## src/rtl/tea_apb_sched_if.sv

```systemverilog
// APB slave bus bundle for tea_apb_sched.
interface tea_apb_sched_if;
  logic        psel;
  logic        penable;
  logic        pwrite;
  logic [4:0]  paddr;
  logic [31:0] pwdata;
  logic [31:0] prdata;
  logic        pready;
  logic        pslverr;

  modport slave (
    input  psel, penable, pwrite, paddr, pwdata,
    output prdata, pready, pslverr
  );

  modport master (
    output psel, penable, pwrite, paddr, pwdata,
    input  prdata, pready, pslverr
  );
endinterface

```

## src/rtl/tea_apb_sched.sv

```systemverilog
// APB-programmed scheduler: buffers words in a TX FIFO, issues them one at a time to the
// tinyenc/tinydec core selected by mode, and collects results into an RX FIFO.
module tea_apb_sched #(
  parameter int unsigned DEPTH = 4,
  parameter logic [7:0]  TMO   = 8'd255
) (
  input  logic           clk,
  input  logic           rstb,
  tea_apb_sched_if.slave apb,
  output logic           irq,
  output logic [15:0]    core_delta,
  output logic [2:0]     core_round,
  output logic [63:0]    core_key,
  output logic [31:0]    core_wdata,
  output logic           enc_write,
  output logic           dec_write,
  input  logic           enc_valid,
  input  logic [31:0]    enc_rdata,
  input  logic           dec_valid,
  input  logic [31:0]    dec_rdata
);
  localparam int unsigned AW = (DEPTH > 1) ? $clog2(DEPTH) : 1;
  localparam int unsigned CW = AW + 1;

  typedef enum logic [1:0] {S_IDLE, S_ISSUE, S_WAIT, S_STORE} state_e;
  typedef enum logic [2:0] {
    R_CTRL = 3'd0, R_CFG, R_KEYLO, R_KEYHI, R_TXDATA, R_RXDATA, R_STATUS, R_NONE
  } reg_e;

  state_e        state_q, state_d;
  reg_e          ridx;
  logic          ctrl_en, ctrl_mode, ctrl_ie, err;
  logic [2:0]    cfg_round;
  logic [15:0]   cfg_delta;
  logic [63:0]   key;
  logic          sh_mode;
  logic [7:0]    timer;
  logic          vld_q;
  logic [31:0]   tx_mem [DEPTH];
  logic [31:0]   rx_mem [DEPTH];
  logic [AW-1:0] tx_wp, tx_rp, rx_wp, rx_rp;
  logic [CW-1:0] tx_cnt, rx_cnt;
  logic          wr_acc, rd_acc, clr, issue;
  logic          tx_full, tx_empty, rx_full, rx_empty, busy;
  logic          tx_push, tx_pop, rx_push, rx_pop;
  logic          vld_sel, vld_rise, timeout;
  logic [3:0]    tx_cnt4, rx_cnt4;
  logic [31:0]   prdata_c;
  logic          unused_addr;

  assign unused_addr = ^apb.paddr[1:0];

  assign wr_acc = apb.psel & apb.penable & apb.pwrite;
  assign rd_acc = apb.psel & apb.penable & ~apb.pwrite;
  assign ridx   = reg_e'(apb.paddr[4:2]);

  assign tx_full  = (tx_cnt == CW'(DEPTH));
  assign tx_empty = (tx_cnt == '0);
  assign rx_full  = (rx_cnt == CW'(DEPTH));
  assign rx_empty = (rx_cnt == '0);
  assign busy     = (state_q != S_IDLE);
  assign tx_cnt4  = 4'(tx_cnt);
  assign rx_cnt4  = 4'(rx_cnt);

  assign clr     = wr_acc & (ridx == R_CTRL) & apb.pwdata[2];
  assign issue   = (state_q == S_ISSUE) & ~clr;
  assign tx_push = wr_acc & (ridx == R_TXDATA) & ~tx_full;
  assign tx_pop  = (state_q == S_ISSUE);
  assign rx_push = (state_q == S_STORE);
  assign rx_pop  = rd_acc & (ridx == R_RXDATA) & ~rx_empty;

  // In ISSUE the shadow mode is not yet loaded, so edge history tracks the mode about to run.
  assign vld_sel  = ((state_q == S_ISSUE) ? ctrl_mode : sh_mode) ? dec_valid : enc_valid;
  assign vld_rise = vld_sel & ~vld_q;
  assign timeout  = (state_q == S_WAIT) & ~vld_rise & (timer == TMO);

  assign irq = (~rx_empty & ctrl_ie) | err;

  always_ff @(posedge clk or negedge rstb) begin
    if (!rstb) state_q <= S_IDLE;
    else       state_q <= state_d;
  end

  always_comb begin
    state_d = state_q;
    case (state_q)
      S_IDLE:  if (ctrl_en && !tx_empty && !rx_full) state_d = S_ISSUE;
      S_ISSUE: state_d = S_WAIT;
      S_WAIT: begin
        if (vld_rise)           state_d = S_STORE;
        else if (timer == TMO)  state_d = S_IDLE;
      end
      S_STORE: state_d = S_IDLE;
      default: state_d = S_IDLE;
    endcase
    if (clr) state_d = S_IDLE;
  end

  always_ff @(posedge clk or negedge rstb) begin
    if (!rstb) begin
      ctrl_en   <= 1'b0;
      ctrl_mode <= 1'b0;
      ctrl_ie   <= 1'b0;
      cfg_round <= '0;
      cfg_delta <= '0;
      key       <= '0;
      err       <= 1'b0;
    end else begin
      if (wr_acc) begin
        case (ridx)
          R_CTRL: begin
            ctrl_en   <= apb.pwdata[0];
            ctrl_mode <= apb.pwdata[1];
            ctrl_ie   <= apb.pwdata[3];
          end
          R_CFG: begin
            cfg_round <= apb.pwdata[2:0];
            cfg_delta <= apb.pwdata[31:16];
          end
          R_KEYLO: key[31:0]  <= apb.pwdata;
          R_KEYHI: key[63:32] <= apb.pwdata;
          default: ;
        endcase
      end
      if (timeout)
        err <= 1'b1;
      else if (wr_acc && ridx == R_STATUS && apb.pwdata[5])
        err <= 1'b0;
    end
  end

  // Strobes are registered with the shadows so a core sees a consistent word/config with its start.
  always_ff @(posedge clk or negedge rstb) begin
    if (!rstb) begin
      core_wdata <= '0;
      core_key   <= '0;
      core_delta <= '0;
      core_round <= '0;
      sh_mode    <= 1'b0;
      enc_write  <= 1'b0;
      dec_write  <= 1'b0;
      timer      <= '0;
      vld_q      <= 1'b0;
    end else begin
      enc_write <= 1'b0;
      dec_write <= 1'b0;
      vld_q     <= vld_sel;
      if (issue) begin
        core_wdata <= tx_mem[tx_rp];
        core_key   <= key;
        core_delta <= cfg_delta;
        core_round <= cfg_round;
        sh_mode    <= ctrl_mode;
        enc_write  <= ~ctrl_mode;
        dec_write  <= ctrl_mode;
        timer      <= '0;
      end else if (state_q == S_WAIT) begin
        timer <= timer + 8'd1;
      end
    end
  end

  always_ff @(posedge clk or negedge rstb) begin
    if (!rstb) begin
      for (int unsigned i = 0; i < DEPTH; i++) begin
        tx_mem[i] <= '0;
        rx_mem[i] <= '0;
      end
      tx_wp  <= '0;
      tx_rp  <= '0;
      rx_wp  <= '0;
      rx_rp  <= '0;
      tx_cnt <= '0;
      rx_cnt <= '0;
    end else if (clr) begin
      tx_wp  <= '0;
      tx_rp  <= '0;
      rx_wp  <= '0;
      rx_rp  <= '0;
      tx_cnt <= '0;
      rx_cnt <= '0;
    end else begin
      if (tx_push) begin
        tx_mem[tx_wp] <= apb.pwdata;
        tx_wp         <= tx_wp + AW'(1);
      end
      if (tx_pop) tx_rp <= tx_rp + AW'(1);
      tx_cnt <= tx_cnt + CW'(tx_push) - CW'(tx_pop);

      if (rx_push) begin
        rx_mem[rx_wp] <= sh_mode ? dec_rdata : enc_rdata;
        rx_wp         <= rx_wp + AW'(1);
      end
      if (rx_pop) rx_rp <= rx_rp + AW'(1);
      rx_cnt <= rx_cnt + CW'(rx_push) - CW'(rx_pop);
    end
  end

  always_comb begin
    prdata_c = '0;
    if (rd_acc) begin
      case (ridx)
        R_CTRL:   prdata_c = {28'd0, ctrl_ie, 1'b0, ctrl_mode, ctrl_en};
        R_CFG:    prdata_c = {cfg_delta, 13'd0, cfg_round};
        R_KEYLO:  prdata_c = key[31:0];
        R_KEYHI:  prdata_c = key[63:32];
        R_RXDATA: prdata_c = rx_empty ? 32'd0 : rx_mem[rx_rp];
        R_STATUS: prdata_c = {16'd0, rx_cnt4, tx_cnt4, 2'd0, err, busy,
                              rx_empty, rx_full, tx_empty, tx_full};
        default:  prdata_c = '0;
      endcase
    end
  end

  assign apb.prdata  = prdata_c;
  assign apb.pready  = 1'b1;
  assign apb.pslverr = (wr_acc & (ridx == R_TXDATA) & tx_full) |
                       (rd_acc & (ridx == R_RXDATA) & rx_empty) |
                       (apb.psel & apb.penable & (ridx == R_NONE));
endmodule
```

## src/flat_wrapper.sv

```systemverilog
// flat-port wrapper written by rule: the top's interface ports become plain ports
module tea_apb_sched_flat 
#(
  parameter int unsigned DEPTH = 4,
  parameter logic [7:0]  TMO   = 8'd255
)
  (clk, rstb, irq, core_delta, core_round, core_key, core_wdata, enc_write, dec_write, enc_valid, enc_rdata, dec_valid, dec_rdata, apb_psel, apb_penable, apb_pwrite, apb_paddr, apb_pwdata, apb_prdata, apb_pready, apb_pslverr);
  tea_apb_sched_if apb_i ();
  input  logic clk;
  input  logic rstb;
  output logic irq;
  output logic [15:0] core_delta;
  output logic [2:0] core_round;
  output logic [63:0] core_key;
  output logic [31:0] core_wdata;
  output logic enc_write;
  output logic dec_write;
  input  logic enc_valid;
  input  logic [31:0] enc_rdata;
  input  logic dec_valid;
  input  logic [31:0] dec_rdata;
  input wire logic [$bits(apb_i.psel)-1:0] apb_psel;
  input wire logic [$bits(apb_i.penable)-1:0] apb_penable;
  input wire logic [$bits(apb_i.pwrite)-1:0] apb_pwrite;
  input wire logic [$bits(apb_i.paddr)-1:0] apb_paddr;
  input wire logic [$bits(apb_i.pwdata)-1:0] apb_pwdata;
  output wire logic [$bits(apb_i.prdata)-1:0] apb_prdata;
  output wire logic [$bits(apb_i.pready)-1:0] apb_pready;
  output wire logic [$bits(apb_i.pslverr)-1:0] apb_pslverr;
  assign apb_i.psel = apb_psel;
  assign apb_i.penable = apb_penable;
  assign apb_i.pwrite = apb_pwrite;
  assign apb_i.paddr = apb_paddr;
  assign apb_i.pwdata = apb_pwdata;
  assign apb_prdata = apb_i.prdata;
  assign apb_pready = apb_i.pready;
  assign apb_pslverr = apb_i.pslverr;
  tea_apb_sched #(.DEPTH(DEPTH), .TMO(TMO)) u_core (.clk(clk), .rstb(rstb), .apb(apb_i), .irq(irq), .core_delta(core_delta), .core_round(core_round), .core_key(core_key), .core_wdata(core_wdata), .enc_write(enc_write), .dec_write(dec_write), .enc_valid(enc_valid), .enc_rdata(enc_rdata), .dec_valid(dec_valid), .dec_rdata(dec_rdata));
endmodule
```

## config.mk

```make
export PLATFORM = sky130hd
export DESIGN_NAME = tea_apb_sched_flat
export DESIGN_NICKNAME = d
export VERILOG_FILES = /design/src/rtl/tea_apb_sched_if.sv /design/src/rtl/tea_apb_sched.sv /design/src/flat_wrapper.sv
export SDC_FILE = /design/constraint.sdc
export NUM_CORES = 1
export LEC_CHECK = 0
export BUFFER_PORTS_ARGS = -buffer_cell sky130_fd_sc_hd__buf_2
export CORE_UTILIZATION = 53
export CTS_CLUSTER_DIAMETER = 150
export CTS_CLUSTER_SIZE = 24
export DETAILED_ROUTE_END_ITERATION = 8
export PLACE_DENSITY_LB_ADDON = 0.12
export SYNTH_ARGS = -nofsm -noshare
export SYNTH_HDL_FRONTEND = slang
export SYNTH_SLANG_ARGS = --single-unit
```

## constraint.sdc

```tcl
create_clock -name clk -period 2.4 [get_ports clk]
set_input_delay 0.48 -clock clk [delete_from_list [all_inputs] [get_ports clk]]
set_output_delay 0.48 -clock clk [all_outputs]
set_load 0.1 [all_outputs]
```

# After elaboration in Yosys (flattened, before gate mapping)
# Cells that the tools add are included.
[classes]
add_sub_neg = 9
order_cmp = 6
n_eq_ne = 15
n_mux = 39
bitwise_logic = 31
n_reduce_logical = 26
[op_table]
columns = ["operator", "count"]
rows = [
  ["$mux W32", 9],
  ["$bwmux W128", 2],
  ["$pmux W32 S6", 1],
  ["$bmux W32 S2", 2],
  ["$demux W32 S2", 2],
  ["$mux W2", 12],
  ["$eq A3 B3 Y1 const B", 6],
  ["$and A1 B1 Y1", 17],
  ["$mux W8", 2],
  ["$reduce_and A2 Y1", 7],
  ["$reduce_bool A2 Y1", 7],
  ["$ge A3 B3 Y1 const B", 4],
  ["$not A2 Y3", 4],
  ["$logic_not A3 Y1", 3],
  ["$add A2 B1 Y2 const B", 4],
  ["$add A8 B1 Y8 const B", 1],
  ["$eq A8 B8 Y1 const B", 1],
  ["$pmux W2 S4", 1],
  ["$not A1 Y1", 7],
  ["$add A3 B1 Y3", 2],
  ["$eq A3 B2 Y1 const B", 2],
  ["$logic_and A1 B1 Y1", 6],
  ["$lt A3 B1 Y1 const B", 2],
  ["$mux W1", 6],
  ["10 further kinds", 16],
]
[word_totals]
reg_bits = 486
input_bits = 108
output_inout_bits = 152
wordCells = 158

# Logic depth before layout (Yosys ltp)
# Gate-level depths: netlist of the first run.
[depth]
ltp_word = 8
depth_mapped = 11
mapped_depth_nobuf = 10

# Least setup slack after synthesis of the first run
# Ideal clock, no wire load.
[synth_timing]
path_kind = "input to output"
start = "input apb_paddr[2]"
end = "output apb_pslverr"
arrival_time_ns = 3.657
required_time_ns = 1.920
slack_ns = -1.737
path_stages = 5
path_cell_list = "buf_2 -> clkbuf_1 -> clkbuf_1 -> o21ai_0 -> a211oi_1"
[synth_between]
elab_chain_len = 5
word_cells_on_any_way = 10
classes_between = "eq/ne: 3; bitwise: 7"
[synth_rtl]
columns = ["item", "line_no", "rtl"]
rows = [
  ["start, declared", "flat_wrapper.sv:25", "input wire logic [$bits(apb_i.paddr)-1:0] apb_paddr;"],
  ["$eq A3 B3 Y1 (on tied branches)", "tea_apb_sched.sv:217, tea_apb_sched.sv:218", ""],
  ["$and A1 B1 Y1 (on tied branches) (2 in series)", "tea_apb_sched.sv:217, tea_apb_sched.sv:218", ""],
  ["$or A1 B1 Y1", "tea_apb_sched.sv:217", "assign apb.pslverr = (wr_acc & (ridx == R_TXDATA) & tx_full) |"],
  ["$or A1 B1 Y1 *", "tea_apb_sched.sv:218", "(rd_acc & (ridx == R_RXDATA) & rx_empty) |"],
  ["end, declared", "flat_wrapper.sv:29", "output wire logic [$bits(apb_i.pslverr)-1:0] apb_pslverr;"],
]
# Every way passes the cells marked *; elsewhere a longest branch is shown, timed or not.

# Final worst setup path of the first run
[layout_timing]
start = "register u_core.rx_cnt[1]"
end = "output apb_pslverr"
[layout_between]
elab_chain_len = 4
[layout_rtl]
columns = ["item", "line_no", "rtl"]
rows = [
  ["start, declared", "tea_apb_sched.sv:42", "logic [CW-1:0] tx_cnt, rx_cnt;"],
  ["start signal, assigned", "tea_apb_sched.sv:195", "rx_cnt <= rx_cnt + CW'(rx_push) - CW'(rx_pop);"],
  ["$logic_not A3 Y1", "tea_apb_sched.sv:60", "assign rx_empty = (rx_cnt == '0);"],
  ["$and A1 B1 Y1", "tea_apb_sched.sv:218", ""],
  ["$or A1 B1 Y1", "tea_apb_sched.sv:217", ""],
  ["$or A1 B1 Y1", "tea_apb_sched.sv:218", ""],
]
# Every way passes these cells.

==> results of run 1 <==
per-layer routing:
layer,vias to the layer above,wire (um),track usage
li1,6236,-,-
met1,7116,22800,0.357
met2,301,25000,0.416
met3,64,2240,0.0324
met4,8,920,0.0559
met5,-,46,0
logic make-up after synthesis:
kind of cell    Yosys count  synth area share
simple gates            284            0.0577
fa+ha+maj                15           0.00941
xor+xnor                 14           0.00569
other cells               1          0.000174
buf+inv                 121            0.0292
mux                     459             0.274
flops                   486             0.565
compound gates          226            0.0587
how the worst min path moves through the flow:
stage,endpoint,from
3_5_place_dp,u_core.core_wdata[25]$_DFFE_PN0P_,rstb
6_report,u_core.key[7]$_DFFE_PN0P_,apb_pwdata[7]
2_1_floorplan,u_core.cfg_delta[0]$_DFFE_PN0P_,rstb
5_1_grt,u_core.key[47]$_DFFE_PN0P_,apb_pwdata[15]
3_3_place_gp,u_core.core_wdata[25]$_DFFE_PN0P_,rstb
4_1_cts,u_core.tx_mem[14]$_DFFE_PN0P_,apb_pwdata[14]
where the power goes:
part	internal [mW]	leakage, nW	switching, mW
clock	1.90	0.320	2.57
sequential	10.8	6.20	1.65
combinational	5.04	5.63	10.0
synth_stat cells, types with 17 or more instances:
library cell,n
sky130_fd_sc_hd__buf_2,25
sky130_fd_sc_hd__o21ai_0,18
sky130_fd_sc_hd__mux2_2,326
sky130_fd_sc_hd__a22o_1,17
sky130_fd_sc_hd__nor2_1,164
sky130_fd_sc_hd__mux2i_1,47
sky130_fd_sc_hd__nand2_1,61
sky130_fd_sc_hd__mux2_4,21
sky130_fd_sc_hd__a21oi_1,166
sky130_fd_sc_hd__clkbuf_1,52
sky130_fd_sc_hd__dfrtp_1,486
sky130_fd_sc_hd__buf_6,17
sky130_fd_sc_hd__mux4_2,64
final cells by class:
| type | count | area share |
|---|---|---|
| diodes | 2 | 0.000193 |
| clock buffers | 27 | 0.0244 |
| clock inverters | 1 | 0.000772 |
| inverters | 15 | 0.00217 |
| multi-input cells | 999 | 0.360 |
| flip-flops and latches | 486 | 0.469 |
| well taps | 525 | 0.0253 |
| repair buffers | 359 | 0.118 |
worst max-delay path, cell delays in order (launching register included):
cell and delay (ps):
sky130_fd_sc_hd__dfrtp_1 420, sky130_fd_sc_hd__buf_6 130, sky130_fd_sc_hd__or3_4 390, sky130_fd_sc_hd__nor2_4 100
sky130_fd_sc_hd__o21ai_2 70, sky130_fd_sc_hd__a211oi_4 330, sky130_fd_sc_hd__buf_12 220
state kept, by name, indices dropped and copies added, names as in the netlist, 2 cells and up:
register and count:
u_core.tx_rp 2, u_core.tx_wp 2, u_core.rx_rp 2, u_core.cfg_delta 16, u_core.tx_mem 128, u_core.core_delta 16, u_core.key 64, u_core.rx_mem 128
u_core.state_q 2, u_core.tx_cnt 3, u_core.core_round 3, u_core.rx_wp 2, u_core.timer 8, u_core.core_key 64, u_core.cfg_round 3, u_core.core_wdata 32
u_core.rx_cnt 3
repair_timing:
action	CTS	global route
hold buffers	1	0
setup buffers	11	2
gates cloned	2	0
endpoints found under the setup margin	34	34
endpoints found under the hold margin	43	0
resized for setup	76	3
pin swaps	45	1
metrics by stage:
step	setup TNS (ps)	hold WS, ps
global route	-10430	237
CTS	-8440	222
detailed placement	-931	468
floorplan	-342	184
finish	-7840	241
global placement	-639	465
==> summary.txt, run 1 <==
Yosys
  • Number of storage elements in the synthesis netlist: around 500
  • Mean post-synth cell area: about 13 sq um
  • Post-synth top area share: 0.565
  • Synth Net Count: 1729
  • Proportion of register bits with asynchronous set or reset after synthesis: 1.00
  • Post-synth top area cell: sky130_fd_sc_hd__dfrtp_1
  • Instance count of the mapped netlist: around 1600
  • Number of enable-type register cells in the synthesized netlist: 0
  • Number of library cell types mapped by synthesis: 55
  • Sequential fraction of the synthesis area: 0.565
  • Area of the mapped netlist: between 20000 and 25000 sq um
  • Post-synth top flop: sky130_fd_sc_hd__dfrtp_1
  • Number of synthesis warnings: 0
  • Biggest area contributors in the synthesized netlist: sky130_fd_sc_hd__dfrtp_1, sky130_fd_sc_hd__mux2_2, sky130_fd_sc_hd__mux4_2, sky130_fd_sc_hd__a21oi_1, sky130_fd_sc_hd__nor2_1

Timing
  • Setup clock skew after layout: between 30 and 40 ps
  • Max Clock Freq: between 300 and 400 MHz
  • Final period util: 1.14
  • Worst rel slew slack: 0.600
  • Post-route setup slack: -327 ps
  • Final Hold Vio Count: 0
  • Final setup violation count: 34
  • Unrepaired setup endpoints after global routing: yes
  • Worst slew pin tran: about 600 ps
  • Final Slew Violations: 0
  • Period minus WS final: about 2700 ps

Floorplanning
  • Number of rows in the core area: 73
  • Initial standard-cell utilization of the core: 0.540
  • Die Width: 204 um
  • Vert. Die Dim: 204 um
  • Placeable core area: roughly 40000 sq um
  • I/O pin count: 260
  • Die area: between 40000 and 50000 sq um

Final layout
  • Fin nets: between 2000 and 2500
  • Share of the core filled with cells in the final layout: 0.650
  • Layout cell share with drive strength beyond 1: 0.472
  • Area used by multi-input combinational logic: 9330 sq um
  • Final Instance Area: about 26000 sq um
  • Final standard cell count with taps included and fillers excluded: roughly 2400
  • Most common cell after layout, fill and taps aside: sky130_fd_sc_hd__dfrtp_1
  • Fillers: 3064
  • Area growth from synthesis to layout: 20.4%
  • Commonest non-fill, non-tap cells in the layout: sky130_fd_sc_hd__dfrtp_1, sky130_fd_sc_hd__mux2_2, sky130_fd_sc_hd__buf_2
  • Storage cell area: 12200 sq um

Setup path
  • Start-to-end type of the worst setup path: reg2out
  • Launch point of the critical path: u_core.rx_cnt[1]$_DFF_PN0_
  • Worst r2r src: u_core.rx_cnt[2]$_DFF_PN0_
  • Critical Path AT: approximately 2300 ps
  • Destination of the worst register-to-register timing path: u_core.rx_cnt[2]$_DFF_PN0_
  • Register-to-Register Path Depth: 10
  • R2R Setup Slk: ~200 ps
  • Crit-path max FO: 3
  • Critical path data required time: 1920 ps
  • Kind of end point of the critical path: primary output
  • Kind of start point of the critical path: register
  • Worst setup path end: apb_pslverr

Detailed routing
  • Total iterations of the first detailed-routing run: 5
  • Vias per cell: 5.69
  • Iteration-0 DRC count of the detailed router: roughly 770
  • Antenna-violating nets left: 0
  • Total length of routed wires: 51.0 mm
  • Average wire per cell in the routed design: between 20 and 25 um
  • Vias after detailed routing: approximately 14000
  • DRC violations left: 0

Clock tree
  • Cts bufs inserted: 24
  • Number of H-tree levels: 1
  • Clock net sink count: about 490
  • Clock transition time at the flip-flop clock pins of the worst setup and hold paths: 100 ps
  • Clock latency at the later pin of the worst-skew pair: ~580 ps
  • Clock tree from TritonCTS: built
  • Library cell used as clock root buffer: sky130_fd_sc_hd__clkbuf_16
  • Max Buffers Root-to-Sink: 3

Power and ir drop
  • PD cells: around 1200 nW/um^2
  • IR drop worst, VDD: 0.843 mV
  • Leakage: about 12 nW
  • Overall Power: 32.0 mW

Status
  • Violated checks: setup timing
  • Status: complete, but fails checks

GRT
  • Final global-route overflow total: 0
  • Total routing usage reported by global routing: 0.252
  • Maximum number of pins on one net before global-route repair: between 80 and 90
  • Number of antenna violations at the first check in global routing: 6
  • Vias in the first global route: between 10000 and 15000
  • First-pass GRT wire length: between 80 and 90 mm

Placement
  • RD Place Congestion: 0.826
  • Area of placed instances: about 25000 sq um
  • Dpl ws: -152 ps
  • HPWL Detailed: between 30 and 40 mm
  • Number of buffers added on ports: 256
  • Number of cells after detailed placement: approximately 2400

Min path
  • Hold Path Class: in2reg
  • Worst Hold Path Cells: 2

Flow run
  • Count of maximum capacitance violations: 0
(Power assumes the default switching activity.)
==> run 2: changes to the inputs <==
Settings changed: SETUP_SLACK_MARGIN set to 0.15, SLEW_MARGIN set to 20, TNS_END_PERCENT set to 30.
==> run 2 against run 1 <==
The run still ends with setup timing left. Cell count decreased by 0.21%. Sequential share of layout area is 0.19 points higher. Via count is 0.52% lower. Clock skew rose by 11 ps. Power is 0.45% lower. Count of clock-buffer cells in the layout did not move. Non-clock buffer count decreased by 5. Critical path depth stayed put. Highest routed layer unchanged.
==> summary.txt, run 2 (synthesized netlist as in run 1, its figures left out) <==
Status
  • Status: complete, but fails checks
  • Violated checks: setup timing

Setup path
  • Most repeated library cell on the critical path: sky130_fd_sc_hd__buf_12
  • Critical Path AT: 2250 ps (about the same)
  • R2R Setup Slk: 100 ps (-100 ps)
  • Launch point of the critical path: u_core.rx_rp[0]$_DFFE_PN0P_
  • Critical path data required time: 1920 ps (about the same)
  • Biggest cell delay along the critical path: 550 ps (+130 ps)
  • Kind of start point of the critical path: register
  • Crit-path max FO: 8 (+5)
  • Worst r2r src: u_core.rx_cnt[2]$_DFF_PN0_
  • Worst-path cell chain: buf_12 -> buf_12 -> mux4_2 -> nand2_4 -> a21oi_4 -> buf_12
  • Worst setup path end: apb_prdata[28]
  • Kind of end point of the critical path: primary output
  • Destination of the worst register-to-register timing path: u_core.rx_cnt[2]$_DFF_PN0_
  • Start-to-end type of the worst setup path: reg2out
  • Register-to-Register Path Depth: 11 (+1)
  • Worst-path cell with the longest stage delay: sky130_fd_sc_hd__mux4_2

Floorplanning
  • Die Width: 204 um (unchanged)
  • Die area: 41400 sq um (unchanged)
  • I/O pin count: 260 (unchanged)
  • Placeable core area: 39900 sq um (unchanged)
  • Number of rows in the core area: 73 (unchanged)
  • Initial standard-cell utilization of the core: 0.540 (unchanged)
  • Vert. Die Dim: 204 um (unchanged)

Timing
  • Final period util: 1.14 (about the same)
  • Worst slew pin tran: 557 ps (-35.8 ps)
  • Post-route setup slack: -330 ps (-2.66 ps)
  • Final setup violation count: 34 (unchanged)
  • Setup clock skew after layout: 42.7 ps (+11.4 ps)
  • Unrepaired setup endpoints after global routing: yes
  • Final Hold Vio Count: 0 (unchanged)
  • Period minus WS final: 2730 ps (+2.66 ps)
  • Final Slew Violations: 0 (unchanged)
  • Final setup TNS: -8980 ps (-1130 ps)
  • Worst rel slew slack: 0.628 (+0.0273)
  • Max Clock Freq: 366 MHz (about the same)

Final layout
  • Area growth from synthesis to layout: 19.9%
  • Most common cell after layout, fill and taps aside: sky130_fd_sc_hd__dfrtp_1
  • Regs by FF count: u_core.rx_mem x128, u_core.tx_mem x128
  • Fin nets: 2003 (-0.25%)
  • Commonest non-fill, non-tap cells in the layout: sky130_fd_sc_hd__dfrtp_1, sky130_fd_sc_hd__mux2_2, sky130_fd_sc_hd__buf_2
  • Fillers: 3006 (-1.9%)
  • Layout cell share with drive strength beyond 1: 0.470 (-0.00193)

Detailed routing
  • DRC violations left: 0 (unchanged)
  • Total length of routed wires: 50.4 mm (-1.2%)
  • Iteration-0 DRC count of the detailed router: 810 (+5.1%)
  • Average wire per cell in the routed design: 20.9 um (-0.97%)
  • Total iterations of the first detailed-routing run: 5 (unchanged)
  • Vias per cell: 5.67 (-0.31%)
  • Antenna-violating nets left: 0 (unchanged)
  • Vias after detailed routing: 13654 (-0.52%)

Clock tree
  • Number of H-tree levels: 1 (unchanged)
  • Clock tree from TritonCTS: built
  • Cts bufs inserted: 24 (unchanged)
  • Max Buffers Root-to-Sink: 3 (unchanged)
  • Clock transition time at the flip-flop clock pins of the worst setup and hold paths: 100 ps (about the same)
  • Clock latency at the later pin of the worst-skew pair: 570 ps (about the same)
  • Library cell used as clock root buffer: sky130_fd_sc_hd__clkbuf_16
  • Clock net sink count: 486 (unchanged)

GRT
  • Number of antenna violations at the first check in global routing: 6 (unchanged)
  • First-pass GRT wire length: 80.1 mm (-0.30%)
  • Total routing usage reported by global routing: 0.250 (-0.00173)
  • Maximum number of pins on one net before global-route repair: 92 (+14%)
  • Final global-route overflow total: 0 (unchanged)
  • Vias in the first global route: 13828 (-1.8%)

Min path
  • Worst Hold Path Cells: 2 (unchanged)
  • Hold Path Class: in2reg

Power and ir drop
  • Leakage: 12.1 nW (-0.24%)
  • PD cells: 1230 nW/um^2 (about the same)
  • Overall Power: 31.8 mW (-0.45%)
  • IR drop worst, VDD: 0.822 mV (-2.5%)

Placement
  • RD Place Congestion: 0.840 (+1.7%)
  • Dpl ws: -107 ps (+44.7 ps)
  • HPWL Detailed: 34.4 mm (-2.3%)
  • Number of buffers added on ports: 256 (unchanged)

Flow run
  • Count of maximum capacitance violations: 0 (unchanged)
run 2: changes by cell type in the layout (fill, tap and decap cells not counted), sizes merged:
| cell | previous run | this run |
|---|---|---|
| buf | 358 | 353 |
run 2: worst min-delay path by stage:
stage,startpoint,end,slack [ps]
after floorplan,rstb,u_core.cfg_delta[0]$_DFFE_PN0P_,180
after global placement,rstb,u_core.tx_mem[119]$_DFFE_PN0P_,440
after detailed placement,rstb,u_core.tx_mem[52]$_DFFE_PN0P_,450
after CTS,apb_pwdata[15],u_core.key[47]$_DFFE_PN0P_,190
after global routing,apb_pwdata[15],u_core.key[47]$_DFFE_PN0P_,220
final,apb_pwdata[15],u_core.key[47]$_DFFE_PN0P_,220
run 2: area by class of cell:
cell class	count	area (sq um)	share of cell area
inverter	15	56.3	0.00218
clock buffer	27	633	0.0245
sequential	486	12200	0.471
clock inverter	1	20.0	0.000775
timing repair buffer	354	2900	0.112
tap	525	657	0.0254
multi-input combinational	999	9380	0.363
antenna	2	5.00	0.000194
run 2: critical path: cells and delay by family (launching register included):
family,cells,cell delay (ps)
mux,1,550
buf+inv,3,470
simple gates,1,90
compound gates,1,60
flops,1,490
run 2: through the flow:
| stage | std cells | hold slack [ps] | util | area, sq um |
|---|---|---|---|---|
| floorplan | 1606 | 184 | - | 22100 |
| global placement | 2362 | 444 | 0.624 | 24900 |
| detailed placement | 2362 | 452 | 0.624 | 24900 |
| CTS | 2399 | 194 | 0.645 | 25700 |
| global route | 2407 | 219 | 0.647 | 25800 |
| finish | 2409 | 219 | 0.647 | 25800 |
run 2: metal layers:
layer | part of all wire | GRT usage
met1 | 0.47 | 0.380
met2 | 0.47 | 0.394
met3 | 0.037 | 0.0289
met4 | 0.015 | 0.0427
met5 | 0.00091 | 0
run 2: timing repair:
item                       CTS  global route
setup endpoints to repair   35            35
gates resized for setup     34             6
hold buffers                 1             0
hold endpoints to repair    39             0
pin swaps                   31             7
buffers inserted             8             8
run 2: power breakdown:
group	switching [mW]	internal, mW
clock network	2.59	1.90
registers	1.64	10.8
logic	9.96	4.93
total	14.2	17.7
